<file path="config.mk">
export PLATFORM = sky130hd
export DESIGN_NAME = feature_loader
export DESIGN_NICKNAME = d
export VERILOG_FILES = /design/src/rtl/feature_loader_pkg.sv /design/src/rtl/feature_loader.sv
export SDC_FILE = /design/constraint.sdc
export NUM_CORES = 1
export LEC_CHECK = 0
export ABC_CLOCK_PERIOD_IN_PS = 2000
export BUFFER_PORTS_ARGS = -buffer_cell sky130_fd_sc_hd__buf_2
export CORE_AREA = 2 2 54 56
export DETAILED_ROUTE_END_ITERATION = 8
export DIE_AREA = 0 0 56 58
export PLACE_DENSITY_LB_ADDON = 0.12
export SLEW_MARGIN = 20
export SYNTH_ARGS = -nofsm -noshare
export SYNTH_HDL_FRONTEND = slang
export SYNTH_SLANG_ARGS = --single-unit
</file>
<file path="constraint.sdc">
create_clock -name clk -period 2 [get_ports clk]
set_input_delay 0.4 -clock clk [delete_from_list [all_inputs] [get_ports clk]]
set_output_delay 0.4 -clock clk [all_outputs]
set_load 0.005 [all_outputs]
</file>
<file path="src/rtl/feature_loader_pkg.sv">
// -----------------------------------------------------------------------------
// feature_loader_pkg
//
// Purpose:
//   Shared definitions for the feature loader:
//     - state_t     : loader FSM states (LOAD, START, HOLD).
//     - slot_offset : bit offset of feature slot i inside the packed frame.
//
// Ports: none (package).
// -----------------------------------------------------------------------------
package feature_loader_pkg;

  // LOAD  : collecting features from the serial input.
  // START : one-cycle restart pulse for the downstream network.
  // HOLD  : waiting for the downstream prediction to settle.
  typedef enum logic [1:0] {
    LOAD  = 2'd0,
    START = 2'd1,
    HOLD  = 2'd2
  } state_t;

  // Feature i occupies bits [i*feat_bits +: feat_bits] of the frame.
  function automatic int slot_offset(input int slot, input int feat_bits);
    return slot * feat_bits;
  endfunction

endpackage

</file>
<file path="src/rtl/feature_loader.sv">
// -----------------------------------------------------------------------------
// feature_loader
//
// Purpose:
//   Collects FEAT_CNT serial features into a parallel frame for a downstream
//   classifier network, pulses start to restart that network, waits
//   RUN_CYCLES for the network to settle, then captures its prediction.
//
// Parameters:
//   FEAT_CNT   features per frame (>= 2)
//   FEAT_BITS  bits per feature
//   RUN_CYCLES cycles from start to a stable prediction (>= 1)
//   PRED_BITS  prediction width
//
// Ports:
//   clk           in   1                     rising-edge clock
//   rst           in   1                     synchronous active-high reset
//   in_valid      in   1                     in_data holds a valid feature
//   in_data       in   FEAT_BITS             one feature, feature 0 first
//   in_ready      out  1                     feature accepted this cycle
//   features      out  FEAT_CNT*FEAT_BITS    assembled frame
//   start         out  1                     one-cycle downstream restart
//   prediction    in   PRED_BITS             downstream winner
//   result        out  PRED_BITS             captured prediction
//   result_valid  out  1                     one-cycle pulse on result update
//
// Timing (last feature accepted at cycle T):
//   start at T+1, result_valid at T+RUN_CYCLES+2, in_ready low T+1..T+RUN_CYCLES+1.
// -----------------------------------------------------------------------------
module feature_loader
  import feature_loader_pkg::*;
#(
  parameter int FEAT_CNT   = 4,
  parameter int FEAT_BITS  = 4,
  parameter int RUN_CYCLES = 8,
  parameter int PRED_BITS  = 2
) (
  input  logic                          clk,
  input  logic                          rst,
  input  logic                          in_valid,
  input  logic [FEAT_BITS-1:0]          in_data,
  output logic                          in_ready,
  output logic [FEAT_CNT*FEAT_BITS-1:0] features,
  output logic                          start,
  input  logic [PRED_BITS-1:0]          prediction,
  output logic [PRED_BITS-1:0]          result,
  output logic                          result_valid
);

  localparam int IDX_W = $clog2(FEAT_CNT);
  localparam int CNT_W = $clog2(RUN_CYCLES + 1);

  localparam logic [IDX_W-1:0] LAST_IDX = IDX_W'(FEAT_CNT - 1);
  localparam logic [CNT_W-1:0] RUN_LOAD = CNT_W'(RUN_CYCLES);
  localparam logic [CNT_W-1:0] CNT_ONE  = CNT_W'(1);

  state_t               state;
  logic [IDX_W-1:0]     idx;
  logic [CNT_W-1:0]     count;
  logic [FEAT_BITS-1:0] slots [FEAT_CNT];
  logic                 transfer;

  // Ready is gated by rst so nothing is acknowledged during a reset cycle;
  // the sender then holds its data until the first cycle out of reset.
  assign in_ready = (state == LOAD) && !rst;
  assign transfer = in_valid && in_ready;

  // Slots are kept as an unpacked array so each write touches one slot only;
  // untouched slots keep the previous frame's values.
  for (genvar g = 0; g < FEAT_CNT; g++) begin : g_frame
    assign features[slot_offset(g, FEAT_BITS) +: FEAT_BITS] = slots[g];
  end

  // Loader FSM with registered start/result_valid pulses. Both pulses default
  // low every cycle and are raised only on the transition that owns them, so
  // a reset in any state discards the partial frame without a pulse.
  always_ff @(posedge clk) begin
    if (rst) begin
      state        <= LOAD;
      idx          <= '0;
      count        <= '0;
      result       <= '0;
      start        <= 1'b0;
      result_valid <= 1'b0;
      for (int i = 0; i < FEAT_CNT; i++) begin
        slots[i] <= '0;
      end
    end else begin
      start        <= 1'b0;
      result_valid <= 1'b0;
      unique case (state)
        LOAD: begin
          if (transfer) begin
            slots[idx] <= in_data;
            if (idx == LAST_IDX) begin
              idx   <= '0;
              start <= 1'b1;
              state <= START;
            end else begin
              idx <= idx + 1'b1;
            end
          end
        end
        START: begin
          count <= RUN_LOAD;
          state <= HOLD;
        end
        HOLD: begin
          count <= count - 1'b1;
          // Counter value 1 is the last settling cycle: the prediction is
          // stable now and LOAD reopens together with result_valid.
          if (count == CNT_ONE) begin
            result       <= prediction;
            result_valid <= 1'b1;
            state        <= LOAD;
          end
        end
        default: begin
          state <= LOAD;
        end
      endcase
    end
  end

endmodule

</file>
# Word-level counts from Yosys, hierarchy flattened
# Memory sizes are Yosys's and may differ from the RTL's.
# Cells that the tools add are included.
# classes
eq_ne,7
n_reduce_logical,11
n_bitwise,3
mux,17
n_addsub,2
# op_table
operator,count
$mux W2,5
$mux W1,9
$pmux W4 S2,1
$pmux W2 S3,1
$eq A2 B2 Y1 const B,2
$eq A4 B1 Y1 const B,1
$mux W4,1
$ne A2 B2 Y1 const B,2
$reduce_and A2 Y1,2
$reduce_or A4 Y1,1
$sub A4 B1 Y4 const B,1
$not A1 Y1,3
$reduce_and A3 Y1,1
$reduce_or A3 Y1,1
$add A2 B1 Y2 const B,1
$eq A2 B1 Y1 const B,1
$logic_and A1 B1 Y1,2
$logic_not A2 Y1,1
$ne A2 B1 Y1 const B,1
$reduce_bool A2 Y1,1
$reduce_or A2 Y1,1
$logic_not A1 Y1,1
# word_totals
register_bits,12
input_bits,9
mem_bits_rw,16
memories,1
out_inout_bits,21
wordCells,47
# mem_list
memory,depth,word_bits,read_ports,rd_ports_with_merged_regs,wr,line_no,text
slots,4,4,4,0,4,feature_loader.sv:60,logic [FEAT_BITS-1:0] slots [FEAT_CNT];

# Logic depth before layout (Yosys ltp)
# Gate-level depths: netlist of the first run.
# logic_depth
depth_word,9
depth_mapped,5
mapped_depth_nobuf,5

# Least setup slack after synthesis of the first run
# No wires, ideal clock.
# synth_path
kind,reg2reg
from,reg state[0]
to,"mem slots[2][0], enable pin"
arrival_time_ps,1175
setup_time_ps,307
stages_incl_launch_ff,6
path_slack_ps,518
n_path_buf,0
synth_period_minus_slack_ps,1482
required_time_ps,1693
cell_sequence,dfxtp_1 > inv_1 > ha_1 > nand3b_2 > nor3b_2 > or2_1
# synth_rtl
element,line_no,text
"start, declared",feature_loader.sv:57,state_t state;
"start signal, assigned",feature_loader.sv:79,state <= LOAD;
"start signal, assigned",feature_loader.sv:98,state <= START;
"start signal, assigned",feature_loader.sv:106,state <= HOLD;
"end, declared",feature_loader.sv:60,

# Worst setup path in the final report of the first run
# layout_path
from,reg state[0]
to,out in_ready
# layout_between
elab_chain_cells,2
# layout_rtl
element,line_no,text
$logic_not A2 Y1,feature_loader.sv:65,assign in_ready = (state == LOAD) && !rst;
$logic_and A1 B1 Y1,feature_loader.sv:65,
"end, declared",feature_loader.sv:42,"output logic in_ready,"
# No other way between the ends.

==> impl_metrics.toml, run 1 <==
[status]
status = "completed"

[cts]
ctsHtreeMaxLevel = 1
clkSinkCount = 28
clkTransAtPathRegs_ns = 0.15
cts_made_buffers = 3
cts-resized-gates = 0
cts_max_path_buffers = 2
postCtsHoldBufs = 0
cts-root-buf = "clkbuf_4"
cts_setup_buffers = 0
cts_tree = "yes"
clk_latency_ns = 0.33

[die]
coreArea_um2 = 2663
dieArea_um2 = 3248
dieHeight_um = 58
die_width_um = 56
pin_count = 30
rows = 19
start_util_pct = 47.65

[layout]
fillCellCount = 243
drive_gt1_share_pct = 30.66
final_util_pct = 55.50
area_growth_pct = 16.47
n_antenna_cell = 0
final_nets = 154
multi_input_area_um2 = 520.5
register_area_um2 = 720.7

[grt]
grt_overflow = 0
grt_pass1_vias = 775
gr-usage-all-layers_pct = 14.43
antenna_found_initial = 0
grt_pass1_wl_um = 3574
grt_start_max_net_pins = 21

[timing]
relSlewSlack_pct = 80.52
hold_viol_final = 0
skew_ns = 0.001613
setup_tns_ns = 0
min_period_over_period_pct = 85.84
setup_viol = 0
setup_ws_ns = 0.2833
period_needed_ns = 1.717
rsz0062_at_grt = "false"
max_freq_ghz = 0.5825
slew_viol_final = 0
worst_pin_slew_ns = 0.2922

[critical_path]
worstSetupPathType = "flop to output port"
worst_r2r_path_depth = 5
end_kind = "output port"
crit_arrival_ns = 1.32
path_max_fanout = 4
crit_required_ns = 1.60
cp-start-kind = "flop"

[synth]
yosysWarningCount = 0
ys.flop_type = "edfxtp_1"
synth_nets = 121
synth_top_area_share_pct = 37.87
yosysSeqAreaShare_pct = 56.80
netlist_area_um2 = 1269
async_reset_ff_share_pct = 0
synth_seq_cells = 28
postSynthCellCount = 105
synthTopCellsByArea = "edfxtp_1 38%, dfxtp_1 19%, and2_1 8.4%"
syn_area_per_cell_um2 = 12.08
yosys-top-cells-count = "17 x and2_1, 16 x edfxtp_1, 12 x dfxtp_1"
synth_most_common_cell = "and2_1"
synth_cell_type_count = 31
synth_top_area_cell = "edfxtp_1"
synth_edf_count = 16

[min_path]
min_path_type = "input port to flop"
hold_depth = 3

[drt]
via_count = 846
drt-initial-drc-count = 10
antenna_left = 0
drc = 0
via_per_inst = 5.036
wl_per_cell_um = 13.21
first_pass_iters = 4
wl_um = 2220

[pwr]
switching_power_uw = 299.0
p_leak_nw = 0.6171
p_int_uw = 825.2
p_per_area_nw_per_um2 = 760.8
power.share.combinational_pct = 17.8
switching_share_pct = 26.60
peakVddDrop_uv = 460.3
seq_power_share_pct = 61.0
clkPwrFrac_pct = 21.2

[placement]
port_buffers = 29
hpwl_um = 1700
gp_congestion = 0.6694
place_ws_ns = 0.3345

[flow_run]
maxCapViolations = 0
==> layout by cell type, fill, tap and decap left out, drive strengths merged, types with 2 or more instances in the layout <==
cell	instances
buf	30
and2	17
edfxtp	16
dfxtp	12
ha	7
inv	5
nand2	5
a21oi	5
nand2b	4
mux2i	4
nand3b	4
nor2b	3
clkbuf	3
or2	3
nor3b	2
nor2	2
nand3	2
nor3	2
==> through the flow <==
step           cells  cell area, um^2  power (mW)  hold slack [ns]
6_report         168             1478       1.124           0.2966
3_5_place_dp     164             1451      0.9031           0.4825
4_1_cts          168             1478       1.139           0.2890
5_1_grt          168             1478       1.183           0.3011
3_3_place_gp     164             1451      0.8937           0.4738
2_1_floorplan    105             1269      0.8280           0.4649
==> metal layers <==
layer / share of wire, % / track usage (%) / routed length (um)
met1: 43 / 17.93 / 965
met2: 52 / 25.38 / 1148
met3: 3.1 / 2.009 / 69
met4: 1.6 / 6.122 / 36
met5: 0 / 0 / 0
==> worst paths after layout <==
kind | startpoint | slack (ns) | endpoint
hold / removal | prediction[1] | 0.30 | result[1]
hold reg to reg | state[0] | 0.51 | state[0]
setup reg to reg | state[1] | 0.33 | slots[1][2]
setup / recovery | state[0] | 0.28 | in_ready
==> cell type report <==
class,count,share of cell area (%)
tap,31,2.625
sequential,28,48.77
inverter,5,1.270
multi-input combinational,70,35.22
clock inverter,1,0.2540
clock buffer,3,1.524
timing repair buffer,30,10.33
==> cell families (layout without fill, tap and decap cells) <==
| group | Yosys count | count (layout) | share of synthesized area [%] |
|---|---|---|---|
| multiplexers | 4 | 4 | 3.156 |
| AND/OR/NAND/NOR | 50 | 50 | 26.33 |
| adder cells (fa/ha/maj) | 7 | 7 | 6.903 |
| AO/OA/AOI/OAI | 9 | 9 | 4.635 |
| buffers and inverters | 7 | 39 | 2.169 |
| flip-flops | 28 | 28 | 56.80 |
==> power by group through the flow <==
| stage | logic (mW) | registers, mW | clock network (mW) |
|---|---|---|---|
| 3_3_place_gp | 0.198 | 0.696 | 0 |
| 6_report | 0.200 | 0.685 | 0.238 |
| 5_1_grt | 0.224 | 0.692 | 0.267 |
| 2_1_floorplan | 0.130 | 0.698 | 0 |
| 3_5_place_dp | 0.204 | 0.699 | 0 |
| 4_1_cts | 0.205 | 0.686 | 0.248 |
==> worst max-delay path, cell delays in order (launching register included) <==
cell     delay [ns]
dfxtp_1        0.38
inv_1          0.08
ha_1           0.25
nor2b_1        0.15
buf_2          0.13
==> sequential cells by signal, indices dropped and copies added, names as in the netlist <==
| register | cells |
|---|---|
| result_valid | 1 |
| count | 4 |
| result | 2 |
| state | 2 |
| slots | 16 |
| idx | 2 |
| start | 1 |
Note: power is estimated with default switching activity, not from simulation.
==> inputs of run 2 (changes only) <==
--- a/config.mk
+++ b/config.mk
@@ -5,7 +5,7 @@
 export SDC_FILE = /design/constraint.sdc
 export NUM_CORES = 1
 export LEC_CHECK = 0
-export ABC_CLOCK_PERIOD_IN_PS = 2000
+export ABC_CLOCK_PERIOD_IN_PS = 1600
 export BUFFER_PORTS_ARGS = -buffer_cell sky130_fd_sc_hd__buf_2
 export CORE_AREA = 2 2 54 56
 export DETAILED_ROUTE_END_ITERATION = 8
==> constraint.sdc (replaced) <==
create_clock -name clk -period 1.6 [get_ports clk]
set_input_delay 0.32 -clock clk [delete_from_list [all_inputs] [get_ports clk]]
set_output_delay 0.32 -clock clk [all_outputs]
set_load 0.005 [all_outputs]
==> impl_metrics.toml, run 2 (same netlist as run 1, synthesis figures left out) <==
[status]
status = "completed"

[grt]
grt_overflow = 0
gr-usage-all-layers_pct = 15.15
grt_start_max_net_pins = 17
grt_pass1_vias = 861
grt_pass1_wl_um = 3781
antenna_found_initial = 0

[cts]
cts_max_path_buffers = 2
ctsHtreeMaxLevel = 1
cts_made_buffers = 3
clkSinkCount = 28
postCtsHoldBufs = 0
clkTransAtPathRegs_ns = 0.15
cts_tree = "yes"
cts-root-buf = "clkbuf_4"
clk_latency_ns = 0.32

[drt]
via_per_inst = 5.035
wl_um = 2302
wl_per_cell_um = 13.31
via_count = 871
drc = 0
first_pass_iters = 4
antenna_left = 0
drt-initial-drc-count = 15

[layout]
fillCellCount = 235
final_cell_mix = "29 x buf_2, 17 x and2_1, 16 x edfxtp_1"
drive_gt1_share_pct = 38.03
n_antenna_cell = 0
reg_top3 = "slots (16), count (4)"
multi_input_area_um2 = 535.5
largest-register = "slots"
fin_area_um2 = 1559
final_util_pct = 58.55
register_area_um2 = 723.2
final_nets = 159
area_growth_pct = 22.88
largest_reg_flops = 16
final_common_cell = "buf_2"

[critical_path]
r2r_slack_ns = 0.06
crit-reg2reg-capture = "state[0]"
crit_path_cell_trace = "inv_1, ha_1, or3b_1, a22oi_2, mux2i_1"
r2r_start = "count[1]"
end_kind = "flop"
cp-start-kind = "flop"
slowest_delay_ns = 0.38
crit_required_ns = 1.86
path_max_fanout = 4
critPathTopFamily = "simple AND/OR/NAND/NOR gates"
worstSetupPathType = "flop to flop"
crit_arrival_ns = 1.80
cp_slowest_cell = "or3b_1"
crit_buf_inv = 1
worst_r2r_path_depth = 5

[die]
rows = 19
coreArea_um2 = 2663
die_width_um = 56
start_util_pct = 47.65
pin_count = 30
dieArea_um2 = 3248
dieHeight_um = 58

[min_path]
hold_path_end = "result[1]"
min-delay-start = "prediction[1]"
hold_depth = 3
min_path_type = "input port to flop"

[placement]
port_buffers = 29
hpwl_um = 1772
placed_area_um2 = 1489
gp_congestion = 0.7415

[timing]
setup_viol = 0
hold_viol_final = 0
max_freq_ghz = 0.6491
period_needed_ns = 1.541
relSlewSlack_pct = 82.68
setup_tns_ns = 0
worst_pin_slew_ns = 0.2594
rsz0062_at_grt = "false"
slew_viol_final = 0
skew_ns = 0.007524
min_period_over_period_pct = 96.29
hold_ws_ns = 0.2208

[flow_run]
maxCapViolations = 0

[pwr]
p_leak_nw = 0.6612
p_per_area_nw_per_um2 = 1028
total_power_mw = 1.603
peakVddDrop_uv = 647.6
==> run 2: cell count changes in the layout (fill, tap and decap cells not counted), sizes merged <==
cell    previous run  this run
bufinv             0         1
clkinv             1         0
buf               30        35
==> run 2: metal layers <==
layer / vias to the layer above / global-route usage (%) / share of wire (%)
met5: - / 0 / 0
met4: 0 / 7.143 / 0.78
met3: 2 / 2.902 / 4.5
met2: 18 / 28.57 / 54
met1: 414 / 16.33 / 41
li1: 437 / - / -
==> run 2: how the worst max path moves through the flow <==
stage / endpoint / depth (start not counted) / from / slack [ns]
after detailed placement: slots[2][0] / 5 / state[0] / 0.04
after global placement: slots[2][0] / 5 / state[0] / 0.09
after CTS: in_ready / 4 / state[1] / 0.02
final: state[0] / 5 / count[1] / 0.06
after floorplan: slots[2][0] / 5 / state[0] / 0.12
after global routing: in_ready / 4 / state[0] / 0.002
==> run 2: through the flow <==
stage | instances | setup WS [ns]
2_1_floorplan | 105 | 0.1179
3_3_place_gp | 169 | 0.08736
3_5_place_dp | 169 | 0.03997
4_1_cts | 173 | 0.01859
5_1_grt | 173 | 0.001815
6_report | 173 | 0.05940
==> run 2: where the power goes <==
| group | switching [mW] | internal (mW) | leakage [nW] |
|---|---|---|---|
| clock network | 0.208 | 0.253 | 0.0279 |
| logic | 0.140 | 0.141 | 0.369 |
| registers | 0.0358 | 0.825 | 0.264 |
==> run 2: worst register-to-register path: cells and delay by family, from the launching register on <==
kind | cells | cell delay [ns]
compound gates | 1 | 0.26
fa+ha+maj | 1 | 0.18
buf+inv | 1 | 0.09
flops | 1 | 0.36
mux | 1 | 0.20
simple gates | 1 | 0.38
==> run 2: cell type report <==
| type | count | share of cell area, % |
|---|---|---|
| Sequential cell | 28 | 46.39 |
| Timing Repair Buffer | 35 | 12.20 |
| Multi-Input combinational cell | 70 | 34.35 |
| Clock buffer | 3 | 1.445 |
| Clock inverter | 1 | 1.926 |
| Tap cell | 31 | 2.488 |
| Inverter | 5 | 1.204 |
==> run 2: repair_timing <==
action	4_1_cts	5_1_grt
setup endpoints to repair	1	13
buffers inserted	0	0
pin swaps	1	0
gates resized for setup	3	4
==> inputs of run 3 (changes only) <==
--- a/config.mk
+++ b/config.mk
@@ -7,9 +7,9 @@
 export LEC_CHECK = 0
 export ABC_CLOCK_PERIOD_IN_PS = 1600
 export BUFFER_PORTS_ARGS = -buffer_cell sky130_fd_sc_hd__buf_2
-export CORE_AREA = 2 2 54 56
+export CORE_AREA = 2 2 69 71
 export DETAILED_ROUTE_END_ITERATION = 8
-export DIE_AREA = 0 0 56 58
+export DIE_AREA = 0 0 71 73
 export PLACE_DENSITY_LB_ADDON = 0.12
 export SLEW_MARGIN = 20
 export SYNTH_ARGS = -nofsm -noshare
==> impl_metrics.toml, run 3 (same netlist as run 1, synthesis figures left out) <==
[status]
status = "completed"

[cts]
clkTransAtPathRegs_ns = 0.10
ctsHtreeMaxLevel = 1
postCtsHoldBufs = 0
cts_tree = "yes"
clk_latency_ns = 0.28
cts_made_buffers = 3
cts_max_path_buffers = 2
cts-root-buf = "clkbuf_8"
clkSinkCount = 28

[layout]
n_antenna_cell = 0
largest-register = "slots"
final_common_cell = "buf_2"
reg_top3 = "slots (16), count (4)"
area_growth_pct = 30.57
largest_reg_flops = 16
fin_area_um2 = 1657
final_cell_mix = "29 x buf_2, 17 x and2_1, 16 x edfxtp_1"
final_cell_count_no_fill = 200
drive_gt1_share_pct = 43.15
final_nets = 163

[drt]
antenna_left = 0
via_per_inst = 4.415
drt-initial-drc-count = 29
top_layer_used = "met4"
wl_per_cell_um = 12.40
first_pass_iters = 6
wl_met1_um = 1054
via_count = 883
wl_met2_um = 1267
drc = 0
met3_length_um = 123
wl_um = 2479

[pwr]
switching_share_pct = 24.11
clkPwrFrac_pct = 32.7
peakVddDrop_uv = 482.5
p_per_area_nw_per_um2 = 1057
switching_power_uw = 422.2
power.share.combinational_pct = 18.2
p_leak_nw = 0.7005
total_power_mw = 1.751
seq_power_share_pct = 49.1
p_int_mw = 1.329

[timing]
worst_pin_slew_ns = 0.3143
min_period_over_period_pct = 96.81
slew_viol_final = 0
skew_ns = 0.002219
setup_viol = 0
setup_ws_ns = 0.05106
hold_viol_final = 0
relSlewSlack_pct = 79.05
max_freq_ghz = 0.6456
period_needed_ns = 1.549

[critical_path]
crit-reg2reg-capture = "state[1]"
end_kind = "output port"
cp_slowest_cell = "dfxtp_2"
path_max_fanout = 3
crit_required_ns = 1.28
critPathTopFamily = "flip-flops"
worstSetupPathType = "flop to output port"
r2r_start = "count[1]"
worstSetupEndpoint = "in_ready"
crit_cells = 5
worst_r2r_path_depth = 5
crit_buf_inv = 3
slowest_delay_ns = 0.36
r2r_slack_ns = 0.13
crit_arrival_ns = 1.23
crit_path_cell_trace = "inv_2, ha_4, buf_4, nor2b_4, buf_2"
cp-start-kind = "flop"
startpoint = "state[0]"

[die]
coreArea_um2 = 4536
dieHeight_um = 73
rows = 25
pin_count = 30
start_util_pct = 27.97
dieArea_um2 = 5183
die_width_um = 71

[flow_run]
maxCapViolations = 0

[grt]
antenna_found_initial = 0
grt_pass1_vias = 849
grt_start_max_net_pins = 17
grt_overflow = 0
grt_pass1_wl_um = 4064
gr-usage-all-layers_pct = 9.982

[placement]
gp_congestion = 0.7641
place_ws_ns = -0.001371
placed_area_um2 = 1518
port_buffers = 29
place_inst = 192
hpwl_um = 1852

[min_path]
min_path_type = "input port to flop"
[run 3: power groups by stage]
stage	registers [mW]	clock network, mW	logic [mW]
2_1_floorplan	0.873	0	0.162
3_3_place_gp	0.871	0	0.272
3_5_place_dp	0.872	0	0.281
4_1_cts	0.858	0.589	0.300
5_1_grt	0.866	0.619	0.361
6_report	0.859	0.573	0.319
[run 3: per-layer routing]
layer	vias to the layer above	track usage, %
met5	-	0
met4	0	3.774
met3	4	1.796
met2	28	17.13
met1	408	12.55
li1	443	-
[run 3: how the worst min path moves through the flow]
stage	to	cells past startpoint	from
final	result[1]	3	prediction[1]
after global routing	result[0]	3	prediction[0]
after CTS	result[0]	3	prediction[0]
after detailed placement	result[1]	2	result[1]
after global placement	result[1]	2	result[1]
after floorplan	state[1]	2	state[1]
[run 3: stage by stage]
| step | setup TNS [ns] | util (%) | hold slack [ns] |
|---|---|---|---|
| finish | 0 | 36.52 | 0.2775 |
| detailed placement | -0.005344 | 33.46 | 0.4805 |
| global placement | 0 | 33.46 | 0.4724 |
| floorplan | 0 | - | 0.4649 |
| CTS | 0 | 35.37 | 0.2699 |
| global route | -0.005805 | 36.52 | 0.2828 |
[run 3: worst reg2reg max path, stage by stage, from the launching register on]
cell     delay (ns)
dfxtp_2        0.35
inv_2          0.06
ha_2           0.17
or3b_4         0.38
a22oi_2        0.23
mux2i_1        0.22
[run 3: what timing repair did]
item / CTS / global route
pin swaps: 1 / 2
resized for setup: 6 / 8
buffers inserted: 0 / 4
hold endpoints to repair: 0 / 0
setup endpoints to repair: 5 / 7
[run 3: layout make-up]
class	count	area [um^2]
fill	447	2879
sequential	28	724.4
multi-input combinational	70	554.3
timing repair buffer	39	220.2
tap	54	67.56
clock buffer	3	41.29
clock inverter	1	30.03
inverter	5	18.77
